File: src/rtl/ip_codma_bus_arbiter.sv
// CODMA memory bus arbiter: round-robin ownership between the read and
// write machines, bus request with grant timeout, and beat counting for
// the owner's burst. Event pulses and grants are all registered.
module ip_codma_bus_arbiter #(
  parameter int TIMEOUT_CYCLES = 256
) (
  input  logic       clk_i,
  input  logic       reset_i,
  input  logic       rd_req_i,
  input  logic [3:0] rd_size_i,
  output logic       rd_grant_o,
  output logic       rd_done_o,
  input  logic       wr_req_i,
  input  logic [3:0] wr_size_i,
  output logic       wr_grant_o,
  output logic       wr_done_o,
  input  logic       stop_i,
  output logic       mem_req_o,
  output logic       mem_write_o,
  output logic [3:0] mem_size_o,
  input  logic       mem_grant_i,
  input  logic       mem_beat_i,
  input  logic       mem_error_i,
  output logic [1:0] beat_count_o,
  output logic       busy_o,
  output logic       error_o,
  output logic       timeout_o,
  output logic       size_err_o
);

  localparam int TMO_W = (TIMEOUT_CYCLES > 2) ? $clog2(TIMEOUT_CYCLES) : 1;
  localparam logic [TMO_W-1:0] TMO_LAST = TMO_W'(TIMEOUT_CYCLES - 1);

  typedef enum logic [1:0] {
    ARB_IDLE = 2'd0,
    ARB_REQ  = 2'd1,
    ARB_XFER = 2'd2,
    ARB_DONE = 2'd3
  } arb_state_e;

  // Size code 3/8/9 are the only legal burst sizes.
  function automatic logic f_size_legal(input logic [3:0] size);
    case (size)
      4'd3, 4'd8, 4'd9: f_size_legal = 1'b1;
      default:          f_size_legal = 1'b0;
    endcase
  endfunction

  // Index of the final beat (beat total minus one) for a size code.
  function automatic logic [1:0] f_last_beat(input logic [3:0] size);
    case (size)
      4'd3:    f_last_beat = 2'd0;
      4'd8:    f_last_beat = 2'd1;
      4'd9:    f_last_beat = 2'd3;
      default: f_last_beat = 2'd0;
    endcase
  endfunction

  arb_state_e       r_state;
  arb_state_e       w_state_nxt;
  logic             r_last_wr, w_last_wr_nxt;
  logic             r_mem_write, w_mem_write_nxt;
  logic [3:0]       r_mem_size, w_mem_size_nxt;
  logic [1:0]       r_beat_cnt, w_beat_cnt_nxt;
  logic [1:0]       r_last_beat, w_last_beat_nxt;
  logic [TMO_W-1:0] r_tmo_cnt, w_tmo_cnt_nxt;
  logic             w_error_nxt, w_timeout_nxt, w_size_err_nxt;
  logic             w_win_any, w_win_wr;
  logic [3:0]       w_win_size;
  logic             r_mem_req, r_rd_grant, r_wr_grant, r_rd_done, r_wr_done;
  logic             r_busy, r_error, r_timeout, r_size_err;

  // Round-robin winner: on a tie the requester that did not own last wins.
  always_comb begin
    w_win_any  = rd_req_i | wr_req_i;
    w_win_wr   = wr_req_i & (~rd_req_i | ~r_last_wr);
    w_win_size = w_win_wr ? wr_size_i : rd_size_i;
  end

  // Next-state and next-value logic; stop beats bus error beats normal flow.
  always_comb begin
    w_state_nxt     = r_state;
    w_last_wr_nxt   = r_last_wr;
    w_mem_write_nxt = r_mem_write;
    w_mem_size_nxt  = r_mem_size;
    w_beat_cnt_nxt  = r_beat_cnt;
    w_last_beat_nxt = r_last_beat;
    w_tmo_cnt_nxt   = r_tmo_cnt;
    w_error_nxt     = 1'b0;
    w_timeout_nxt   = 1'b0;
    w_size_err_nxt  = 1'b0;
    if (stop_i) begin
      // Abort returns everything to its quiet idle values.
      w_state_nxt     = ARB_IDLE;
      w_mem_write_nxt = 1'b0;
      w_mem_size_nxt  = 4'd0;
      w_beat_cnt_nxt  = 2'd0;
      w_tmo_cnt_nxt   = {TMO_W{1'b0}};
    end else if (mem_error_i && (r_state == ARB_REQ || r_state == ARB_XFER)) begin
      w_state_nxt = ARB_IDLE;
      w_error_nxt = 1'b1;
    end else begin
      case (r_state)
        ARB_IDLE: begin
          if (w_win_any) begin
            w_mem_size_nxt  = w_win_size;
            w_mem_write_nxt = w_win_wr;
            if (f_size_legal(w_win_size)) begin
              w_last_wr_nxt   = w_win_wr;
              w_last_beat_nxt = f_last_beat(w_win_size);
              w_beat_cnt_nxt  = 2'd0;
              w_tmo_cnt_nxt   = {TMO_W{1'b0}};
              w_state_nxt     = ARB_REQ;
            end else begin
              w_size_err_nxt = 1'b1;
            end
          end else begin
            w_state_nxt = ARB_IDLE;
          end
        end
        ARB_REQ: begin
          if (mem_grant_i) begin
            w_beat_cnt_nxt = 2'd0;
            w_state_nxt    = ARB_XFER;
          end else if (r_tmo_cnt == TMO_LAST) begin
            w_timeout_nxt = 1'b1;
            w_state_nxt   = ARB_IDLE;
          end else begin
            w_tmo_cnt_nxt = r_tmo_cnt + TMO_W'(1);
          end
        end
        ARB_XFER: begin
          if (mem_beat_i) begin
            if (r_beat_cnt == r_last_beat) begin
              // Final beat: count holds so it stays visible through DONE.
              w_state_nxt = ARB_DONE;
            end else begin
              w_beat_cnt_nxt = r_beat_cnt + 2'd1;
            end
          end else begin
            w_beat_cnt_nxt = r_beat_cnt;
          end
        end
        ARB_DONE: begin
          w_state_nxt = ARB_IDLE;
        end
        default: begin
          w_state_nxt = ARB_IDLE;
        end
      endcase
    end
  end

  // State, bookkeeping and registered outputs derived from next values.
  always_ff @(posedge clk_i or posedge reset_i) begin
    if (reset_i) begin
      r_state     <= ARB_IDLE;
      r_last_wr   <= 1'b1;
      r_mem_write <= 1'b0;
      r_mem_size  <= 4'd0;
      r_beat_cnt  <= 2'd0;
      r_last_beat <= 2'd0;
      r_tmo_cnt   <= {TMO_W{1'b0}};
      r_mem_req   <= 1'b0;
      r_rd_grant  <= 1'b0;
      r_wr_grant  <= 1'b0;
      r_rd_done   <= 1'b0;
      r_wr_done   <= 1'b0;
      r_busy      <= 1'b0;
      r_error     <= 1'b0;
      r_timeout   <= 1'b0;
      r_size_err  <= 1'b0;
    end else begin
      r_state     <= w_state_nxt;
      r_last_wr   <= w_last_wr_nxt;
      r_mem_write <= w_mem_write_nxt;
      r_mem_size  <= w_mem_size_nxt;
      r_beat_cnt  <= w_beat_cnt_nxt;
      r_last_beat <= w_last_beat_nxt;
      r_tmo_cnt   <= w_tmo_cnt_nxt;
      r_mem_req   <= (w_state_nxt == ARB_REQ);
      r_rd_grant  <= (w_state_nxt == ARB_XFER) & ~w_mem_write_nxt;
      r_wr_grant  <= (w_state_nxt == ARB_XFER) &  w_mem_write_nxt;
      r_rd_done   <= (w_state_nxt == ARB_DONE) & ~w_mem_write_nxt;
      r_wr_done   <= (w_state_nxt == ARB_DONE) &  w_mem_write_nxt;
      r_busy      <= (w_state_nxt != ARB_IDLE);
      r_error     <= w_error_nxt;
      r_timeout   <= w_timeout_nxt;
      r_size_err  <= w_size_err_nxt;
    end
  end

  assign mem_req_o    = r_mem_req;
  assign mem_write_o  = r_mem_write;
  assign mem_size_o   = r_mem_size;
  assign rd_grant_o   = r_rd_grant;
  assign wr_grant_o   = r_wr_grant;
  assign rd_done_o    = r_rd_done;
  assign wr_done_o    = r_wr_done;
  assign beat_count_o = r_beat_cnt;
  assign busy_o       = r_busy;
  assign error_o      = r_error;
  assign timeout_o    = r_timeout;
  assign size_err_o   = r_size_err;

endmodule
File: config.mk
export PLATFORM = sky130hd
export DESIGN_NAME = ip_codma_bus_arbiter
export DESIGN_NICKNAME = d
export VERILOG_FILES = /design/src/rtl/ip_codma_bus_arbiter.sv
export SDC_FILE = /design/constraint.sdc
export NUM_CORES = 1
export LEC_CHECK = 0
export ABC_AREA = 1
export BUFFER_PORTS_ARGS = -buffer_cell sky130_fd_sc_hd__buf_2
export CAP_MARGIN = 30
export CELL_PAD_IN_SITES_DETAIL_PLACEMENT = 1
export CELL_PAD_IN_SITES_GLOBAL_PLACEMENT = 1
export CORE_ASPECT_RATIO = 1.75
export CORE_MARGIN = 2
export CORE_UTILIZATION = 40
export DETAILED_ROUTE_END_ITERATION = 10
export PLACE_DENSITY = 0.86
export SYNTH_ARGS = -nofsm -noshare
export SYNTH_HDL_FRONTEND = slang
export SYNTH_SLANG_ARGS = --single-unit
File: constraint.sdc
create_clock -name clk_i -period 2.65 [get_ports clk_i]
set_clock_uncertainty 0.15 [all_clocks]
set_input_delay 0.1325 -clock clk_i [delete_from_list [all_inputs] [get_ports clk_i]]
set_output_delay 0.1325 -clock clk_i [all_outputs]
set_load 0.1 [all_outputs]
==> summary.txt <==
Outcome
  • Status: finished clean

Clock network
  • Clock tree buffer depth: 2
  • CTS Root Cell: clkbuf_8
  • Sink Count: 29
  • Htree depth: 2
  • Clk slew on worst S/H paths: 0.07 ns
  • Worst-Skew Late Latency: 0.28 ns
  • CTS tree: yes
  • CTS Buf Count: 5

Yosys
  • Leading area contributor after synthesis: dfrtp_1
  • Syn Area/Cell: 8.241 um^2
  • Ys Warns: 0
  • Cell variety after synth: 35
  • Syn Std Cell Area: 1714 um^2
  • Top cell type's share of synthesized area: 0.4088
  • Net count after synthesis: 228
  • Synth Instances: 208
  • Seq/Total Area, Yosys: 0.4241
  • Seq cells post-synth: 29
  • Ranking of synthesized cells by area: dfrtp_1 41%, nand2_1 11%, nand2_2 5.5%

Final layout
  • Ant diodes: 0
  • Multi-input combinational cell area: 882.1 um^2
  • Layout cell share with drive strength beyond 1: 0.3185
  • FF/Latch Area: 726.9 um^2
  • Number of fill cells in the layout: 539
  • Synthesis-to-layout area growth: 18.61%
  • Final net count: 267
  • Final core utilization: 0.4945

Timing
  • Final hold violations: 0
  • Clock period minus worst slack: 2.108 ns
  • Fin crit share: 0.7954
  • Fmax: 474.4 MHz
  • Final setup viols: 0
  • Unrepaired setup endpoints after global routing: false
  • Final WS setup: 0.5421 ns
  • Setup TNS Final: 0 ns
  • Hold Worst Slack: 0.09224 ns
  • Max-slew violations: 0
  • Least-Margin Pin Slew: 0.5049 ns
  • Slew headroom: 0.6657

Worst setup path
  • Critical Path Fanout Max: 16
  • Launch point of the worst path: r_state[0]$_DFF_PP0_
  • CP most frequent cell: nand2_1
  • Critical Path AT: 2.11 ns
  • Reg2reg path depth: 12
  • Slowest CP cell: dfrtp_1
  • WP data required: 2.65 ns
  • Crit path kind: flop to flop
  • CP Capture Type: flop
  • Maximum single-stage delay on the critical path: 0.38 ns
  • Worst R2R End: r_tmo_cnt[7]$_DFFE_PP0P_
  • Reg2reg setup slack: 0.54 ns
  • Worst Setup Start Kind: flop
  • Reg-to-Reg Start: r_state[0]$_DFF_PP0_
  • Worst path cell trace: inv_1, ha_1, nand2_1, inv_2, nand2_1, inv_2, nor2_1, nand2_1, a21oi_2, nand2_4, nand2_1, o21ai_0

Floorplanning
  • Rows: 31
  • Die width: 53.49 um
  • Chip height: 90.60 um
  • Die Area: 4846 um^2
  • Core Region: 4111 um^2
  • I/O pin cnt: 32
  • Initial Util: 0.4169

Routing
  • DRT iter0 DRCs: 22
  • Vias: 1511
  • Via/cell ratio: 5.088
  • DRT antenna net count: 0
  • Drc violations: 0
  • Routed len/inst: 14.44 um
  • Total wire length: 4.289 mm
  • DRT Pass-1 Iters: 4

Pwr
  • Sequential share of power: 0.378
  • Clock power frac: 0.272
  • Total power: 1357 uW
  • Leak: 0.001108 uW
  • PwrDens: 667.4 nW/um^2
  • Pint: 806.0 uW
  • Combinational Power Share: 0.351
  • Net switching power figure: 550.9 uW
  • Worst VDD drop: 369.9 uV
  • Net Sw Frac: 0.4060

Placed design
  • Port buffer count: 31
  • Hpwl dp: 3.311 mm
  • GPL Wtd Cong: 0.7563
  • Worst slack, placed: 0.5729 ns

Job
  • Number of max-cap violations: 0

Worst hold path
  • Hold EP: timeout_o$_DFF_PP0_
  • Hold Path Class: primary input to flop
  • Worst Hold Launch: mem_grant_i
  • Hold path cells: 4

GRT
  • Initial antenna violation count: 0
  • First-pass GRT wire length: 7.231 mm
  • Overflow after GRT: 0
  • Total track usage: 0.2040
  • Largest net degree at the start of global routing: 30
  • Number of global-route vias before repair: 1616
-- worst max-delay path by stage --
stage,endpoint,depth (start not counted)
CTS,r_tmo_cnt[7]$_DFFE_PP0P_,12
global route,r_tmo_cnt[7]$_DFFE_PP0P_,12
floorplan,beat_count_o[0]$_DFFE_PP0P_,9
global placement,beat_count_o[0]$_DFFE_PP0P_,9
detailed placement,r_tmo_cnt[7]$_DFFE_PP0P_,12
finish,r_tmo_cnt[7]$_DFFE_PP0P_,12
-- power by group through the flow --
| stage | clock network, uW | logic [uW] | registers (uW) |
|---|---|---|---|
| global placement | 0 | 465 | 518 |
| CTS | 382 | 480 | 512 |
| detailed placement | 0 | 474 | 519 |
| finish | 369 | 476 | 512 |
| floorplan | 0 | 233 | 674 |
| global route | 403 | 514 | 517 |
-- cell usage in the layout (no fill, tap or decap), types with 3 or more instances in the layout --
master    instances
a21oi_1           6
nand3_1          13
nor2_4            3
nor2_1           16
nand2_1          52
clkbuf_8          6
nor3_1            3
nand4_1           3
inv_2             5
nand2_4           4
nand2_2          15
ha_1              4
buf_2            31
inv_1            19
dfrtp_1          28
o21ai_0           9
o21ai_2           7
-- worst max-delay path, delay by kind of cell (launching register included) --
family / cells / cell delay, ns
AND/OR/NAND/NOR: 6 / 0.71
flip-flops: 1 / 0.38
adder cells (fa/ha/maj): 1 / 0.29
AO/OA/AOI/OAI: 2 / 0.23
buffers and inverters: 3 / 0.22
-- area by class of cell --
cell class	count	share of cell area
Clock buffer	8	0.04431
Inverter	24	0.04431
Multi-Input combinational cell	153	0.4338
Sequential cell	29	0.3575
Tap cell	49	0.03015
Timing Repair Buffer	34	0.08985
-- synthesized netlist by cell type --
cell      count
a21oi_2       1
nand3b_1      1
clkbuf_1      1
o21ai_0       9
nand2_1      52
dfrtp_1      28
nor3b_1       1
nor3_4        1
inv_1        19
nor4_1        1
a211oi_1      1
nor3_1        3
or2_1         1
o211ai_1      1
a21boi_0      1
nand3_2       1
nand3_1      13
dfstp_2       1
nand2_4       4
nand3b_4      1
nand3_4       1
nand4_1       3
ha_1          4
nand2_2      15
buf_6         1
nor2_1       16
xor2_1        2
o31ai_1       1
a21oi_1       6
inv_2         5
and3_1        1
xnor2_1       1
o21ai_2       7
nor2_2        1
nor2_4        3
-- per-layer routing --
| metal | global-route usage | wire length, um | vias to the layer above |
|---|---|---|---|
| met2 | 0.3868 | 2555 | 27 |
| met1 | 0.2006 | 1517 | 725 |
| met3 | 0.03146 | 89 | 11 |
| met5 | 0 | 0 | - |
| li1 | - | - | 748 |
| met4 | 0.08761 | 126 | 0 |
-- sequential cells by signal, summed over array words and instances (netlist names) --
| register | count |
|---|---|
| size_err_o | 1 |
| wr_grant_o | 1 |
| mem_write_o | 1 |
| r_last_wr | 1 |
| busy_o | 1 |
| rd_done_o | 1 |
| timeout_o | 1 |
| r_state | 2 |
| mem_size_o | 4 |
| mem_req_o | 1 |
| beat_count_o | 2 |
| r_tmo_cnt | 8 |
| error_o | 1 |
| rd_grant_o | 1 |
| r_last_beat | 2 |
| wr_done_o | 1 |
-- through the flow --
| stage | cell area [um^2] | cells |
|---|---|---|
| after floorplan | 1714 | 208 |
| after global placement | 1923 | 287 |
| after detailed placement | 1923 | 287 |
| after CTS | 2033 | 297 |
| after global routing | 2033 | 297 |
| final | 2033 | 297 |
-- what timing repair did --
item | in CTS | in global routing
endpoints found under the hold margin | 29 | 0
hold buffers | 2 | 0
buffers inserted | 0 | 0
resized for setup | 0 | 0
-- logic make-up (layout without fill, tap and decap cells) --
kind of cell,count (synthesis),after routing,share of synthesized area
and+or+nand+nor,119,119,0.3679
DFF,29,29,0.4241
AOI/OAI and AO/OA,27,27,0.1022
buffers and inverters,26,66,0.06131
adders and majority gates,4,4,0.02920
xor gates and xnor gates,3,3,0.01533
No activity file was read; power rests on OpenSTA's default activity.
